--- config.mk ---
export PLATFORM = sky130hd
export DESIGN_NAME = mem_access_ctrl_flat
export DESIGN_NICKNAME = d
export VERILOG_FILES = /design/src/rtl/mem_access_ctrl_if.sv /design/src/rtl/mem_access_ctrl.sv /design/src/flat_wrapper.sv
export SDC_FILE = /design/constraint.sdc
export NUM_CORES = 1
export LEC_CHECK = 0
export ABC_AREA = 0
export CAP_MARGIN = 10
export CELL_PAD_IN_SITES_DETAIL_PLACEMENT = 1
export CELL_PAD_IN_SITES_GLOBAL_PLACEMENT = 1
export CORE_ASPECT_RATIO = 1.5
export CORE_MARGIN = 5
export CORE_UTILIZATION = 50
export DETAILED_ROUTE_END_ITERATION = 10
export DONT_BUFFER_PORTS = 1
export PLACE_DENSITY = 0.95
export SETUP_SLACK_MARGIN = 0.05
export SKIP_LAST_GASP = 1
export SYNTH_ARGS = -nofsm -noshare
export SYNTH_HDL_FRONTEND = slang
export SYNTH_SLANG_ARGS = --single-unit
--- constraint.sdc ---
create_clock -name clk -period 4.8 [get_ports clk]
set_input_delay 0.96 -clock clk [delete_from_list [all_inputs] [get_ports clk]]
set_output_delay 0.96 -clock clk [all_outputs]
set_load 0.01 [all_outputs]
--- src/rtl/mem_access_ctrl_if.sv ---
// Data-bus bundle between the MEM-stage access controller and the memory side.
interface mem_access_ctrl_if #(
   parameter int XLEN = 64
);
   logic                dbus_valid;
   logic                dbus_ready;
   logic [XLEN-1:0]     dbus_addr;
   logic                dbus_write;
   logic [XLEN/8-1:0]   dbus_strobe;
   logic [XLEN-1:0]     dbus_wdata;
   logic                dbus_resp_valid;
   logic [XLEN-1:0]     dbus_resp_data;

   modport master (
      output dbus_valid, dbus_addr, dbus_write, dbus_strobe, dbus_wdata,
      input  dbus_ready, dbus_resp_valid, dbus_resp_data
   );

   modport slave (
      input  dbus_valid, dbus_addr, dbus_write, dbus_strobe, dbus_wdata,
      output dbus_ready, dbus_resp_valid, dbus_resp_data
   );
endinterface

--- src/rtl/mem_access_ctrl.sv ---
// MEM-stage load/store sequencer: one dbus transaction per op, stalls the
// pipeline until it completes, returns the extended load result, flags
// misaligned accesses and bus timeouts. Byte-lane math assumes 8-byte words.
module mem_access_ctrl #(
   parameter int XLEN     = 64,
   parameter int MAX_WAIT = 255
) (
   input  logic              clk,
   input  logic              reset,
   input  logic              req_valid,
   input  logic              req_write,
   input  logic [XLEN-1:0]   req_addr,
   input  logic [1:0]        req_size,
   input  logic              req_unsigned,
   input  logic [XLEN-1:0]   req_wdata,
   input  logic              flush,
   output logic              stall,
   output logic              done,
   output logic [XLEN-1:0]   rdata,
   output logic              misalign,
   output logic              bus_err,
   mem_access_ctrl_if.master dbus
);
   localparam int SB = XLEN / 8;
   localparam int CW = $clog2(MAX_WAIT + 1);
   localparam logic [CW-1:0] LAST = CW'(MAX_WAIT - 1);

   typedef enum logic [2:0] {S_IDLE, S_ISSUE, S_WAIT, S_DONE, S_DRAIN} state_t;

   state_t            state_q;
   logic              kill_q;
   logic [CW-1:0]     wait_cnt_q;
   logic [2:0]        off_q;
   logic [1:0]        size_q;
   logic              uns_q;
   logic              write_q;
   logic              valid_q;
   logic [XLEN-1:0]   addr_q;
   logic [XLEN-1:0]   wdata_q;
   logic [SB-1:0]     strb_q;
   logic [XLEN-1:0]   rdata_q;
   logic              misalign_q;
   logic              bus_err_q;

   logic              aligned;
   logic [SB-1:0]     strb_base;
   logic [SB-1:0]     strb_d;
   logic [XLEN-1:0]   wdata_d;
   logic [XLEN-1:0]   ld_sh;
   logic [XLEN-1:0]   ld_d;
   logic              timeout;
   logic              drop;

   // Alignment check and lane placement of the incoming request
   always_comb begin
      case (req_size)
         2'd0:    begin aligned = 1'b1;                     strb_base = SB'(8'h01); end
         2'd1:    begin aligned = ~req_addr[0];             strb_base = SB'(8'h03); end
         2'd2:    begin aligned = (req_addr[1:0] == 2'b00); strb_base = SB'(8'h0F); end
         default: begin aligned = (req_addr[2:0] == 3'b000); strb_base = SB'(8'hFF); end
      endcase
      strb_d  = strb_base << req_addr[2:0];
      wdata_d = req_wdata << {req_addr[2:0], 3'b000};
   end

   // Load data: bring the addressed lane down to bit 0, truncate, extend
   always_comb begin
      ld_sh = dbus.dbus_resp_data >> {off_q, 3'b000};
      case (size_q)
         2'd0:    ld_d = {{(XLEN-8){~uns_q & ld_sh[7]}},   ld_sh[7:0]};
         2'd1:    ld_d = {{(XLEN-16){~uns_q & ld_sh[15]}}, ld_sh[15:0]};
         2'd2:    ld_d = {{(XLEN-32){~uns_q & ld_sh[31]}}, ld_sh[31:0]};
         default: ld_d = ld_sh;
      endcase
   end

   // Counter may overshoot LAST by one when a handshake lands on the last cycle
   assign timeout = (wait_cnt_q >= LAST);
   assign drop    = kill_q | flush;

   // Control FSM with registered bus and result outputs
   always_ff @(posedge clk) begin
      if (reset) begin
         state_q    <= S_IDLE;
         kill_q     <= 1'b0;
         wait_cnt_q <= '0;
         off_q      <= '0;
         size_q     <= '0;
         uns_q      <= 1'b0;
         write_q    <= 1'b0;
         valid_q    <= 1'b0;
         addr_q     <= '0;
         wdata_q    <= '0;
         strb_q     <= '0;
         rdata_q    <= '0;
         misalign_q <= 1'b0;
         bus_err_q  <= 1'b0;
      end else begin
         case (state_q)
            S_IDLE: begin
               if (req_valid && !flush) begin
                  if (aligned) begin
                     addr_q     <= {req_addr[XLEN-1:3], 3'b000};
                     wdata_q    <= wdata_d;
                     strb_q     <= strb_d;
                     write_q    <= req_write;
                     off_q      <= req_addr[2:0];
                     size_q     <= req_size;
                     uns_q      <= req_unsigned;
                     valid_q    <= 1'b1;
                     wait_cnt_q <= '0;
                     kill_q     <= 1'b0;
                     state_q    <= S_ISSUE;
                  end else begin
                     misalign_q <= 1'b1;
                     state_q    <= S_DONE;
                  end
               end
            end
            S_ISSUE: begin
               if (dbus.dbus_ready) begin
                  valid_q    <= 1'b0;
                  wait_cnt_q <= wait_cnt_q + CW'(1);
                  kill_q     <= 1'b0;
                  state_q    <= drop ? S_DRAIN : S_WAIT;
               end else if (timeout) begin
                  valid_q    <= 1'b0;
                  kill_q     <= 1'b0;
                  bus_err_q  <= ~drop;
                  state_q    <= drop ? S_IDLE : S_DONE;
               end else begin
                  wait_cnt_q <= wait_cnt_q + CW'(1);
                  if (flush) kill_q <= 1'b1;
               end
            end
            S_WAIT: begin
               if (flush) begin
                  wait_cnt_q <= wait_cnt_q + CW'(1);
                  state_q    <= dbus.dbus_resp_valid ? S_IDLE : S_DRAIN;
               end else if (dbus.dbus_resp_valid) begin
                  rdata_q <= write_q ? '0 : ld_d;
                  state_q <= S_DONE;
               end else if (timeout) begin
                  bus_err_q <= 1'b1;
                  state_q   <= S_DONE;
               end else begin
                  wait_cnt_q <= wait_cnt_q + CW'(1);
               end
            end
            S_DRAIN: begin
               if (dbus.dbus_resp_valid || timeout) state_q <= S_IDLE;
               else                                 wait_cnt_q <= wait_cnt_q + CW'(1);
            end
            S_DONE: begin
               rdata_q    <= '0;
               misalign_q <= 1'b0;
               bus_err_q  <= 1'b0;
               state_q    <= S_IDLE;
            end
            default: state_q <= S_IDLE;
         endcase
      end
   end

   // A request waiting in IDLE must hold the pipeline; DONE releases it
   assign stall = (state_q == S_IDLE) ? (req_valid & ~flush) : (state_q != S_DONE);
   assign done  = (state_q == S_DONE) & ~flush;

   assign rdata    = rdata_q;
   assign misalign = misalign_q;
   assign bus_err  = bus_err_q;

   assign dbus.dbus_valid  = valid_q;
   assign dbus.dbus_addr   = addr_q;
   assign dbus.dbus_write  = write_q;
   assign dbus.dbus_strobe = strb_q;
   assign dbus.dbus_wdata  = wdata_q;
endmodule

--- src/flat_wrapper.sv ---
// flat-port wrapper written by rule: the top's interface ports become plain ports
module mem_access_ctrl_flat 
#(
   parameter int XLEN     = 64,
   parameter int MAX_WAIT = 255
)
  (clk, reset, req_valid, req_write, req_addr, req_size, req_unsigned, req_wdata, flush, stall, done, rdata, misalign, bus_err, dbus_dbus_valid, dbus_dbus_addr, dbus_dbus_write, dbus_dbus_strobe, dbus_dbus_wdata, dbus_dbus_ready, dbus_dbus_resp_valid, dbus_dbus_resp_data);
  mem_access_ctrl_if #(.XLEN(XLEN)) dbus_i ();
  input  logic clk;
  input  logic reset;
  input  logic req_valid;
  input  logic req_write;
  input  logic [XLEN-1:0] req_addr;
  input  logic [1:0] req_size;
  input  logic req_unsigned;
  input  logic [XLEN-1:0] req_wdata;
  input  logic flush;
  output logic stall;
  output logic done;
  output logic [XLEN-1:0] rdata;
  output logic misalign;
  output logic bus_err;
  output wire logic [$bits(dbus_i.dbus_valid)-1:0] dbus_dbus_valid;
  output wire logic [$bits(dbus_i.dbus_addr)-1:0] dbus_dbus_addr;
  output wire logic [$bits(dbus_i.dbus_write)-1:0] dbus_dbus_write;
  output wire logic [$bits(dbus_i.dbus_strobe)-1:0] dbus_dbus_strobe;
  output wire logic [$bits(dbus_i.dbus_wdata)-1:0] dbus_dbus_wdata;
  input wire logic [$bits(dbus_i.dbus_ready)-1:0] dbus_dbus_ready;
  input wire logic [$bits(dbus_i.dbus_resp_valid)-1:0] dbus_dbus_resp_valid;
  input wire logic [$bits(dbus_i.dbus_resp_data)-1:0] dbus_dbus_resp_data;
  assign dbus_dbus_valid = dbus_i.dbus_valid;
  assign dbus_dbus_addr = dbus_i.dbus_addr;
  assign dbus_dbus_write = dbus_i.dbus_write;
  assign dbus_dbus_strobe = dbus_i.dbus_strobe;
  assign dbus_dbus_wdata = dbus_i.dbus_wdata;
  assign dbus_i.dbus_ready = dbus_dbus_ready;
  assign dbus_i.dbus_resp_valid = dbus_dbus_resp_valid;
  assign dbus_i.dbus_resp_data = dbus_dbus_resp_data;
  mem_access_ctrl #(.XLEN(XLEN), .MAX_WAIT(MAX_WAIT)) u_core (.clk(clk), .reset(reset), .req_valid(req_valid), .req_write(req_write), .req_addr(req_addr), .req_size(req_size), .req_unsigned(req_unsigned), .req_wdata(req_wdata), .flush(flush), .stall(stall), .done(done), .rdata(rdata), .misalign(misalign), .bus_err(bus_err), .dbus(dbus_i));
endmodule
# ---- Word-level counts from Yosys, hierarchy flattened
# Index checks and enable logic that the tools add are counted.
dict set report word_totals {
  regBits 219
  in_bits 202
  elab_cells 122
}
dict set report classes {
  shifts 3
  mux 48
  reduce_logical 21
  eq_ne 24
  bitwise 10
  n_lt_le_gt_ge 1
  add_sub_neg 1
}
# operator count
set ops {}
lappend ops {{two-way mux 64 bit} 3}
lappend ops {{case mux 64 bit (3 select lines)} 1}
lappend ops {{case mux 64 bit (2 select lines)} 1}
lappend ops {{<< shifter 64 x 6 -> 64 bit} 1}
lappend ops {{right shift 64 x 6 -> 64 bit} 1}
lappend ops {{two-way mux 8 bit} 7}
lappend ops {{case mux 8 bit (4 select lines)} 1}
lappend ops {{two-way mux 3 bit} 9}
lappend ops {{case mux 8 bit (3 select lines)} 1}
lappend ops {{two-way mux 1 bit} 17}
lappend ops {{inequality test 2 bit (second input constant)} 6}
lappend ops {{case mux 3 bit (4 select lines)} 1}
lappend ops {{AND reduction 4 bit} 3}
lappend ops {{inequality test 2 x 1 -> 1 bit (second input constant)} 5}
lappend ops {{AND reduction 3 bit} 3}
lappend ops {{adder 8 x 1 -> 8 bit (second input constant)} 1}
lappend ops {{greater-or-equal comparator 8 bit (second input constant)} 1}
lappend ops {{inequality test 4 x 3 -> 1 bit (second input constant)} 2}
lappend ops {{<< shifter 8 x 3 -> 8 bit} 1}
lappend ops {{== test 3 x 2 -> 1 bit (second input constant)} 2}
lappend ops {{logical NOT 2 bit} 3}
lappend ops {{logical NOT 3 bit} 2}
lappend ops {{inequality test 3 x 2 -> 1 bit (second input constant)} 2}
lappend ops {{case mux 1 bit (2 select lines)} 3}
lappend ops {{other kinds (18)} 31}

# ---- Logic depth before layout (Yosys ltp)
# Gate-level depths: netlist of run 1.
dict set report logic_depth {
  ltp_word 7
  mapped_depth 9
}

# ---- Worst setup path after synthesis of run 1
# Ideal clock, no wire load.
dict set report synth_path {
  path_type {input to register}
  from {input req_addr[0]}
  to {register u_core.strb_q[4], in the netlist u_core.dbus.dbus_strobe[4]}
  required_time_ns 4.662
  t_arrival_ns 2.414
  cell_stages 7
  setup_ns 0.138
  path_slack_ns 2.249
  cell_sequence {buf_2 > o21ai_0 > o21ai_1 > nor3_1 > clkbuf_1 > clkbuf_1 > a211oi_1}
}
dict set report synth_via {
  elab_chain_cells 3
  elab_cells_between_ends 6
  cone_classes {shift: 1; mux: 1; bitwise: 1; reduce/logical: 3}
}
# element line_no
set synth_lines {}
lappend synth_lines {{start: declaration} flat_wrapper.sv:13} ;# input logic [XLEN-1:0] req_addr;
lappend synth_lines {{logical NOT 3 bit, or another cell as far along} mem_access_ctrl.sv:60} ;# default: begin aligned = (req_addr[2:0] == 3'b000); strb_base = SB'(8'hFF); end
lappend synth_lines {{case mux 1 bit (3 select lines)} mem_access_ctrl.sv:56} ;# case (req_size)
lappend synth_lines {{AND reduction 3 bit (no line)} -}
lappend synth_lines {{end signal: assignment} mem_access_ctrl.sv:105} ;# strb_q <= strb_d;
lappend synth_lines {{end: declaration} mem_access_ctrl.sv:40} ;# logic [SB-1:0] strb_q;
# Parallel ways exist; a longest one is shown, timed or not.
# A chain may end at the register's enable or synchronous reset.

# ---- Worst setup path after layout of run 1
dict set report layout_path {
  from {register u_core.wait_cnt_q[0]}
  to {register u_core.wait_cnt_q[2]}
}
dict set report layout_via {
  elab_chain_cells 5
  elab_cells_between_ends 11
  cone_classes {add/sub: 1; order compare: 1; eq/ne: 1; mux: 6; reduce/logical: 2}
}
# element line_no
set layout_lines {}
lappend layout_lines {{start: declaration} mem_access_ctrl.sv:32} ;# logic [CW-1:0] wait_cnt_q;
lappend layout_lines {{start signal: assignment} mem_access_ctrl.sv:123} ;# wait_cnt_q <= wait_cnt_q + CW'(1);
lappend layout_lines {{start signal: assignment} mem_access_ctrl.sv:132} ;# wait_cnt_q <= wait_cnt_q + CW'(1);
lappend layout_lines {{start signal: assignment} mem_access_ctrl.sv:138} ;# wait_cnt_q <= wait_cnt_q + CW'(1);
lappend layout_lines {{adder 8 x 1 -> 8 bit / greater-or-equal comparator 8 bit (equally long branches)} -}
lappend layout_lines {{two-way mux 8 bit} {mem_access_ctrl.sv:126, mem_access_ctrl.sv:143}}
lappend layout_lines {{two-way mux 8 bit} mem_access_ctrl.sv:140} ;# end else if (dbus.dbus_resp_valid) begin
lappend layout_lines {{two-way mux 8 bit} mem_access_ctrl.sv:137} ;# if (flush) begin
lappend layout_lines {{case mux 8 bit (4 select lines)} mem_access_ctrl.sv:99} ;# case (state_q)
# Parallel ways exist; a longest one is shown, timed or not. The select of a mux whose other input is x is not followed.

==> out/qor.yml, run 1 <==
status: "complete, no violations"
synth_top_family_by_area: "compound AO/OA/AOI/OAI gates"
cts_buffers: 22
min-delay-start: "u_core.dbus.dbus_addr[25]"
clock_latency_ns: 0.50
root_buffer: "clkbuf_16"
die_area_sq_mm: 0.0263
hp-class: "reg2reg"
period_minus_slack_ns: 3.16
dp_hpwl_um: 31700
grt_pass1_vias: 11300
syn_inst: 1396
num_antenna_cells: 0
place_area_sq_mm: 0.0115
cts_resized: 0
maxCapViolations: 0
grt_pass1_wl_um: 65400
fillCellCount: 2685
initial_core_util: 0.505
final_cell_mix: "nand2_1, dfxtp_1, a21oi_1, mux2i_1, nor2_1"
p_leak_nw: 4.02
drt_iter0_drc: 574
crit_type: "reg2reg"
tightestPinTransition_ns: 1.14
synth_mux_area_frac: 0.155
routed_via_density: 6.73
vdd_drop_max_mv: 0.282
crit_path_max_fanout: 12
cts_hold_buf: 0
path_clk_slew_ns: 0.06
r2r_start: "u_core.wait_cnt_q[0]"
cp.required_ns: 5.21
ios: 408
critPathArrivalTime_ns: 3.57
vias: 10800
std_cell_rows: 68
hold_viol: 0
power_density_mw_per_mm2: 404
async_flop_share: 0
fin_setup_tns_ns: 0
grt_max_degree: 165
hold-path-endpoint: "u_core.dbus.dbus_addr[25]"
ant_nets: 0
coreArea_sq_mm: 0.0229
max_freq_ghz: 0.317
drv_slew: 0
chipHeight_um: 196
final_common_cell: "nand2_1"
synth_flop_cell: "dfxtp_1"
fin_area_sq_mm: 0.0122
final_cells: 1598
overflow: 0
setup_viol: 0
gp_congestion: 0.931
finClkSkew_ns: 0.00957
syn_avg_cell_area_sq_um: 8.28
syn_area_sq_mm: 0.0116
routed_wl_um: 43900
crit_path_start_kind: "flop"
end_kind: "flop"
fin_nets: 1508
yosysWarnings: 0
layout-drive-gt1-share: 0.103
whs_path_depth: 2
rsz0062_at_grt: "false"
drt_pass1_iterations: 4
relSlewSlack: 0.239
synth_xor_area_frac: 0
rr_worst_depth: 7
ys_seq_area_frac: 0.379
wire_per_inst_um: 27.5
postCtsSetupBuffers: 0
port_buffers: 0
cts_max_level: 1
period_share: 0.657
yosys.area_share.adder: 0.00216
ys_ff_latch: 219
yosys.area_share.simple: 0.193
drc: 0
rrSetupSlack_ns: 1.64
synth_compound_area_frac: 0.217
r2r-end: "u_core.wait_cnt_q[2]"
area_growth_syn_to_layout_pct: 5.85
die_x_um: 134
grtUsageTotal: 0.313
cts_tree: "done"
synth_cell_types: 64
antenna_found_initial: 1
cts_buffer_depth: 3
clock_sinks: 219
synth_edf_count: 0
dp.cells: 1560
whs_ns: 0.504
## registers in the layout (all words and copies together) (netlist names), 2 cells and up
signal,count
u_core.wait_cnt_q,8
u_core.rdata,64
u_core.off_q,3
u_core.dbus.dbus_addr,61
u_core.dbus.dbus_wdata,64
u_core.state_q,3
u_core.size_q,2
u_core.dbus.dbus_strobe,8
## worst max-delay path by stage
stage                                     from                          to  slack, ns
after floorplan                    req_addr[0]  u_core.dbus.dbus_strobe[4]       2.25
after global placement             req_addr[1]  u_core.dbus.dbus_wdata[19]       1.69
after detailed placement           req_addr[1]  u_core.dbus.dbus_wdata[54]       1.49
after CTS                 u_core.wait_cnt_q[0]        u_core.wait_cnt_q[2]       1.73
after global routing      u_core.wait_cnt_q[0]        u_core.wait_cnt_q[2]       1.45
final                     u_core.wait_cnt_q[0]        u_core.wait_cnt_q[2]       1.64
## cell families (layout without fill, tap and decap cells)
group           count (synthesis)  count (layout)
compound gates                378             378
simple gates                  507             507
mux                           149             149
flops                         219             219
buf+inv                       140              60
fa+ha+maj                       2               2
other cells                     1               3
## area by class of cell
class	count	area, sq um	area share
Sequential cell	219	4390	0.358
Tap cell	280	350	0.0286
Clock inverter	8	90.1	0.00736
Clock buffer	30	652	0.0533
Inverter	8	30.0	0.00245
Multi-Input combinational cell	1039	6590	0.538
Timing Repair Buffer	14	143	0.0117
## stage by stage
stage | worst slack (ns) | utilization | power, W
detailed placement | 1.49 | 0.502 | 0.00317
floorplan | 2.25 | - | 0.00294
finish | 1.64 | 0.535 | 0.00495
global route | 1.45 | 0.535 | 0.00515
CTS | 1.73 | 0.535 | 0.00497
global placement | 1.69 | 0.502 | 0.00311
## synth_stat cells, types with 5 or more instances
| cell type | number | area (sq um) |
|---|---|---|
| and2_1 | 12 | 75.1 |
| clkbuf_1 | 82 | 308 |
| buf_1 | 6 | 22.5 |
| a2111oi_0 | 8 | 70.1 |
| nand3_1 | 20 | 100 |
| nand2_1 | 280 | 1050 |
| o21ai_2 | 29 | 254 |
| mux2_2 | 18 | 203 |
| mux2i_1 | 109 | 1090 |
| o22ai_1 | 17 | 106 |
| nor2b_1 | 19 | 119 |
| nor2_1 | 98 | 368 |
| a211oi_1 | 36 | 270 |
| dfxtp_1 | 219 | 4380 |
| a21oi_1 | 141 | 706 |
| mux4_2 | 22 | 495 |
| nand2b_1 | 14 | 87.6 |
| buf_2 | 35 | 175 |
| o221ai_1 | 16 | 140 |
| a311oi_1 | 15 | 131 |
| a221o_1 | 22 | 220 |
| inv_1 | 8 | 30.0 |
| buf_6 | 5 | 56.3 |
| nor3_1 | 29 | 145 |
| or4_1 | 9 | 67.6 |
| o21ai_0 | 61 | 305 |
## metal layers
metal	routed length, um	part of all wire	vias to the layer above	global-route usage
met3	4450	0.10	179	0.102
met1	13700	0.31	5182	0.297
met5	0	0	-	0
met2	21900	0.50	575	0.552
li1	-	-	4815	-
met4	3910	0.089	0	0.239
## report_power, final
part	internal (W)	switching (W)	total, W
sequential	0.00194	0.000214	0.00216
combinational	0.000355	0.000647	0.00100
clock	0.00105	0.000733	0.00179
## worst max-delay path: stages (launching register included)
cell and delay, ns:
dfxtp_1 0.37, inv_1 0.10, ha_1 0.21, o211ai_1 0.66, o21ai_0 0.35, a32oi_1 0.90
o21ai_0 0.21, a221oi_1 0.27
Note: power is estimated with default switching activity, not from simulation.
==> run 2, diff against run 1 <==
Settings changed: CORE_UTILIZATION 50 to 42, PLACE_DENSITY 0.95 to 0.87.
Clock period 4.8 ns to 2.8 ns, I/O delays scaled along.
==> run 2 against run 1 <==
Maximum frequency up 27%. Global-route usage decreased by 5.2 points. Routed wire length decreased by 2.1%. Flip-flop and latch count unchanged. Sequential share of layout area shrank 0.68 points. Count of clock-buffer cells in the layout up 5. Critical path type unchanged. Final cell count rose by 5.4%. Via count is 1.9% lower. Total power increased by 68%. Worst setup slack worse by 1.3 ns. Non-clock buffer count is 24 higher.
==> out/qor.yml, run 2 (synthesized netlist as in run 1, its figures left out) <==
status: "complete, no violations"
clock_latency_ns: 0.51  # about the same
root_buffer: "clkbuf_16"
grt_max_degree: 165  # unchanged
hp-class: "in2reg"
initial_core_util: 0.425  # -0.0805
clock_sinks: 219  # unchanged
drc: 0  # unchanged
cts_resized: 0  # unchanged
num_antenna_cells: 0  # unchanged
critPathTopFamily: "compound AO/OA/AOI/OAI gates"
crit_path_start_kind: "flop"
cp_num_buf_inv: 1  # unchanged
maxCapViolations: 0  # unchanged
ios: 408  # unchanged
end_kind: "flop"
cts_max_level: 1  # unchanged
hold_viol: 0  # unchanged
critPathArrivalTime_ns: 2.95  # -0.62 ns
grtUsageTotal: 0.261  # -0.0517
final_cell_mix: "nand2_1, dfxtp_1, a21oi_1, mux2i_1, nor2_1"
relSlewSlack: 0.466  # +0.227
power_density_mw_per_mm2: 664  # +64%
max_stage_delay_ns: 0.65  # -0.25 ns
wire_per_inst_um: 25.6  # -7.1%
port_buffers: 0  # unchanged
finClkSkew_ns: 0.00783  # -0.00174 ns
vdd_drop_max_mv: 0.614  # +120%
crit_slowest_cell: "a2111oi_0"
period_minus_slack_ns: 2.49  # -0.666 ns
crit_type: "reg2reg"
gp_congestion: 0.950  # +2.1%
overflow: 0  # unchanged
drv_slew: 0  # unchanged
rsz0062_at_grt: "false"
path_clk_slew_ns: 0.06  # about the same
die_x_um: 145  # +8.4%
totalPowerFinal_w: 0.00829  # +68%
chipHeight_um: 213  # +8.6%
final_cells: 1684  # +5.4%
setup_viol: 0  # unchanged
layout-drive-gt1-share: 0.113  # +0.0101
fillCellCount: 3225  # +20%
dp.cells: 1646  # +5.5%
grt_pass1_wl_um: 65100  # -0.54%
crit_path_max_fanout: 69  # +57
fin_setup_tns_ns: 0  # unchanged
drt_iter0_drc: 577  # +0.52%
std_cell_rows: 74  # +8.8%
cp.required_ns: 3.26  # -1.95 ns
tightestPinTransition_ns: 0.781  # -0.355 ns
routed_wl_um: 43000  # -2.1%
cts_buffers: 23  # +4.5%
coreArea_sq_mm: 0.0272  # +19%
die_area_sq_mm: 0.0310  # +18%
dp_hpwl_um: 32100  # +1.5%
period_share: 0.889  # +0.232
seq_area_sq_mm: 0.00439  # unchanged
cp_cell_sequence: "nor3_1 > o2111ai_4 > buf_12 > a2111oi_0 > a21oi_1 > nor2_1"
p_leak_nw: 4.11  # +2.3%
cts_hold_buf: 0  # unchanged
max_freq_ghz: 0.402  # +27%
grt_pass1_vias: 11000  # -2.8%
final_common_cell: "nand2_1"
antenna_found_initial: 0  # -1
area_growth_syn_to_layout_pct: 7.91
routed_via_density: 6.26  # -6.9%
postLayoutCoreUtil: 0.458  # -0.0764
postCtsSetupBuffers: 0  # unchanged
cts_buffer_depth: 3  # unchanged
drt_pass1_iterations: 5  # +1
vias: 10500  # -1.9%
ant_nets: 0  # unchanged
fin_nets: 1533  # +1.7%
multi_input_area_sq_mm: 0.00659  # about the same
cts_tree: "done"
[run 2: changes by cell type in the layout (fill, tap and decap cells not counted), sizes merged]
| cell | previous run | this run |
|---|---|---|
| inv | 8 | 9 |
| clkbuf | 30 | 35 |
| buf | 14 | 38 |
| bufinv | 2 | 0 |
| clkinv | 6 | 2 |
[run 2: worst reg2reg max path, cell delays in order (launching register included)]
cell and delay [ns]:
dfxtp_1 0.51, nor3_1 0.57, o2111ai_4 0.23, buf_12 0.26, a2111oi_0 0.68, a21oi_1 0.08, nor2_1 0.11
[run 2: metal layers]
layer / GRT usage / routed length, um
met3: 0.0977 / 4430
met1: 0.253 / 13800
met2: 0.477 / 22200
met4: 0.147 / 2570
met5: 0 / 0
[run 2: cell type report]
cell class,count,share of cell area
Clock inverter,3,0.00150
Clock buffer,35,0.0521
Timing Repair Buffer,38,0.0302
Multi-Input combinational cell,1039,0.528
Tap cell,342,0.0343
Sequential cell,219,0.352
Inverter,8,0.00241
[run 2: worst paths after layout]
check                                          startpoint  slack (ns)                          to  cells past startpoint
worst max-delay path                    u_core.state_q[1]        0.31  u_core.dbus.dbus_wdata[31]                      6
worst min-delay path                                reset        0.12             u_core.rdata[5]                      1
worst max register to register          u_core.state_q[1]        0.31  u_core.dbus.dbus_wdata[31]                      6
worst min register to register  u_core.dbus.dbus_wdata[8]        0.50   u_core.dbus.dbus_wdata[8]                      2
[run 2: per-stage QoR]
| stage | instance area (sq um) | setup WS (ns) | hold WS (ns) |
|---|---|---|---|
| 3_3_place_gp | 11800 | 0.403 | 0.488 |
| 2_1_floorplan | 11600 | 0.649 | 0.463 |
| 6_report | 12500 | 0.310 | 0.117 |
| 3_5_place_dp | 11800 | 0.311 | 0.493 |
| 4_1_cts | 12500 | 0.273 | 0.0976 |
| 5_1_grt | 12500 | 0.0905 | 0.0998 |
[run 2: power by group]
part | internal, W | total, W | switching [W]
Sequential | 0.00333 | 0.00369 | 0.000355
Combinational | 0.000683 | 0.00177 | 0.00109
Clock | 0.00159 | 0.00283 | 0.00124
Total | 0.00561 | 0.00829 | 0.00268
==> run 3, diff against run 2 <==
Settings changed: SETUP_SLACK_MARGIN 0.05 to 0.02.
==> run 3 against run 2 <==
Clock skew rose by 0.00064 ns. Via count is essentially flat. Flip-flop and latch count did not move. First-iteration DRC count down 12%. Non-clock buffer count stayed put. Largest cell class unchanged.
==> out/qor.yml, run 3 (synthesized netlist as in run 1, its figures left out) <==
grt_pass1_wl_um: 65100  # unchanged
crit_type: "reg2reg"
switchingPower_w: 0.00268  # -0.12%
ios: 408  # unchanged
num_antenna_cells: 0  # unchanged
clock_sinks: 219  # unchanged
cts_tree: "done"
end_kind: "flop"
crit_slowest_cell: "dfxtp_1"
drc: 0  # unchanged
vdd_drop_max_mv: 0.614  # about the same
grt_pass1_vias: 11000  # unchanged
die_area_sq_mm: 0.0310  # unchanged
p_int_w: 0.00561  # about the same
ant_nets: 0  # unchanged
area_growth_syn_to_layout_pct: 7.88  # about the same
grt_max_degree: 165  # unchanged
max_freq_ghz: 0.389  # -3.2%
tightestPinTransition_ns: 0.787  # +0.00572 ns
swShare: 0.323  # about the same
antenna_found_initial: 0  # unchanged
power_density_mw_per_mm2: 664  # about the same
crit_path_max_fanout: 72  # +4.3%
grtUsageTotal: 0.261  # unchanged
cts_hold_buf: 0  # unchanged
std_cell_rows: 74  # unchanged
cts_max_level: 1  # unchanged
cp_cell_sequence: "nor3_1 > o2111ai_4 > buf_12 > buf_4 > nand2_1 > a21oi_1"
initial_core_util: 0.425  # unchanged
hp-class: "in2reg"
dp_hpwl_um: 32100  # unchanged
port_buffers: 0  # unchanged
cts_buffers: 23  # unchanged
setup_viol: 0  # unchanged
whs_ns: 0.117  # -0.0000370 ns
cp.required_ns: 3.23  # -0.03 ns
period_minus_slack_ns: 2.57  # +0.0813 ns
p_leak_nw: 4.11  # about the same
sequentialPowerShare: 0.445  # about the same
root_buffer: "clkbuf_16"
cts_buffer_depth: 3  # unchanged
maxCapViolations: 0  # unchanged
cts_resized: 0  # unchanged
drv_slew: 0  # unchanged
hold_viol: 0  # unchanged
drt_pass1_iterations: 5  # unchanged
critPathArrivalTime_ns: 3.00  # +0.05 ns
crit_path_start_kind: "flop"
wire_per_inst_um: 25.5  # -0.38%
layout-drive-gt1-share: 0.113  # unchanged
drt_iter0_drc: 510  # -12%
routed_via_density: 6.26  # about the same
chipHeight_um: 213  # unchanged
final_common_cell: "nand2_1"
period_share: 0.918  # +0.0290
finClkSkew_ns: 0.00847  # +0.000639 ns
fin_setup_tns_ns: 0  # unchanged
max_stage_delay_ns: 0.72  # +0.07 ns
clock_latency_ns: 0.52  # about the same
final_cell_mix: "nand2_1, dfxtp_1, a21oi_1, mux2i_1, nor2_1"
totalPowerFinal_w: 0.00829  # about the same
die_x_um: 145  # unchanged
vias: 10500  # +0.019%
postCtsSetupBuffers: 0  # unchanged
gp_congestion: 0.950  # unchanged
pwr-share-comb: 0.213  # about the same
path_clk_slew_ns: 0.06  # about the same
overflow: 0  # unchanged
fin_nets: 1533  # unchanged
relSlewSlack: 0.462  # -0.00391
status: "complete, no violations"
power_frac_clock: 0.342  # about the same
coreArea_sq_mm: 0.0272  # unchanged
rsz0062_at_grt: "false"
routed_wl_um: 42900  # -0.38%
-- run 3: final cells by class --
| class | instances | area, sq um |
|---|---|---|
| clock buffers | 35 | 651 |
| clock inverters | 3 | 18.8 |
| fillers | 3225 | 14700 |
| inverters | 8 | 30.0 |
| multi-input cells | 1039 | 6590 |
| flip-flops and latches | 219 | 4390 |
| well taps | 342 | 428 |
| repair buffers | 38 | 373 |
-- run 3: through the flow --
step                cells  cell area, sq um  setup slack, ns   util
CTS                  1684             12500            0.273  0.458
finish               1684             12500            0.229  0.458
floorplan            1398             11600            0.649      -
global route         1684             12500           0.0203  0.458
global placement     1646             11800            0.403  0.434
detailed placement   1646             11800            0.311  0.434
-- run 3: power groups by stage --
stage               logic (W)  clock network [W]  registers [W]
finish                0.00176            0.00283        0.00369
global route          0.00195            0.00306        0.00372
detailed placement    0.00176                  0        0.00376
global placement      0.00170                  0        0.00375
CTS                   0.00177            0.00292        0.00369
floorplan             0.00146                  0        0.00359
-- run 3: critical path: cells and delay by family (launching register included) --
family          cells  cell delay, ns
buf+inv             2            0.93
flops               1            0.72
simple gates        2            0.39
compound gates      2            0.35
-- run 3: final timing paths --
path / from / end / slack, ns / cells past startpoint
max: u_core.state_q[1] / u_core.dbus.dbus_addr[19] / 0.23 / 6
min: reset / u_core.rdata[5] / 0.12 / 1
max reg2reg: u_core.state_q[1] / u_core.dbus.dbus_addr[19] / 0.23 / 6
min reg2reg: u_core.dbus.dbus_wdata[8] / u_core.dbus.dbus_wdata[8] / 0.50 / 2
-- run 3: routing by layer --
layer / global-route usage / wire (um)
met1: 0.253 / 13800
met2: 0.477 / 22100
met3: 0.0977 / 4290
met4: 0.147 / 2680
met5: 0 / 0
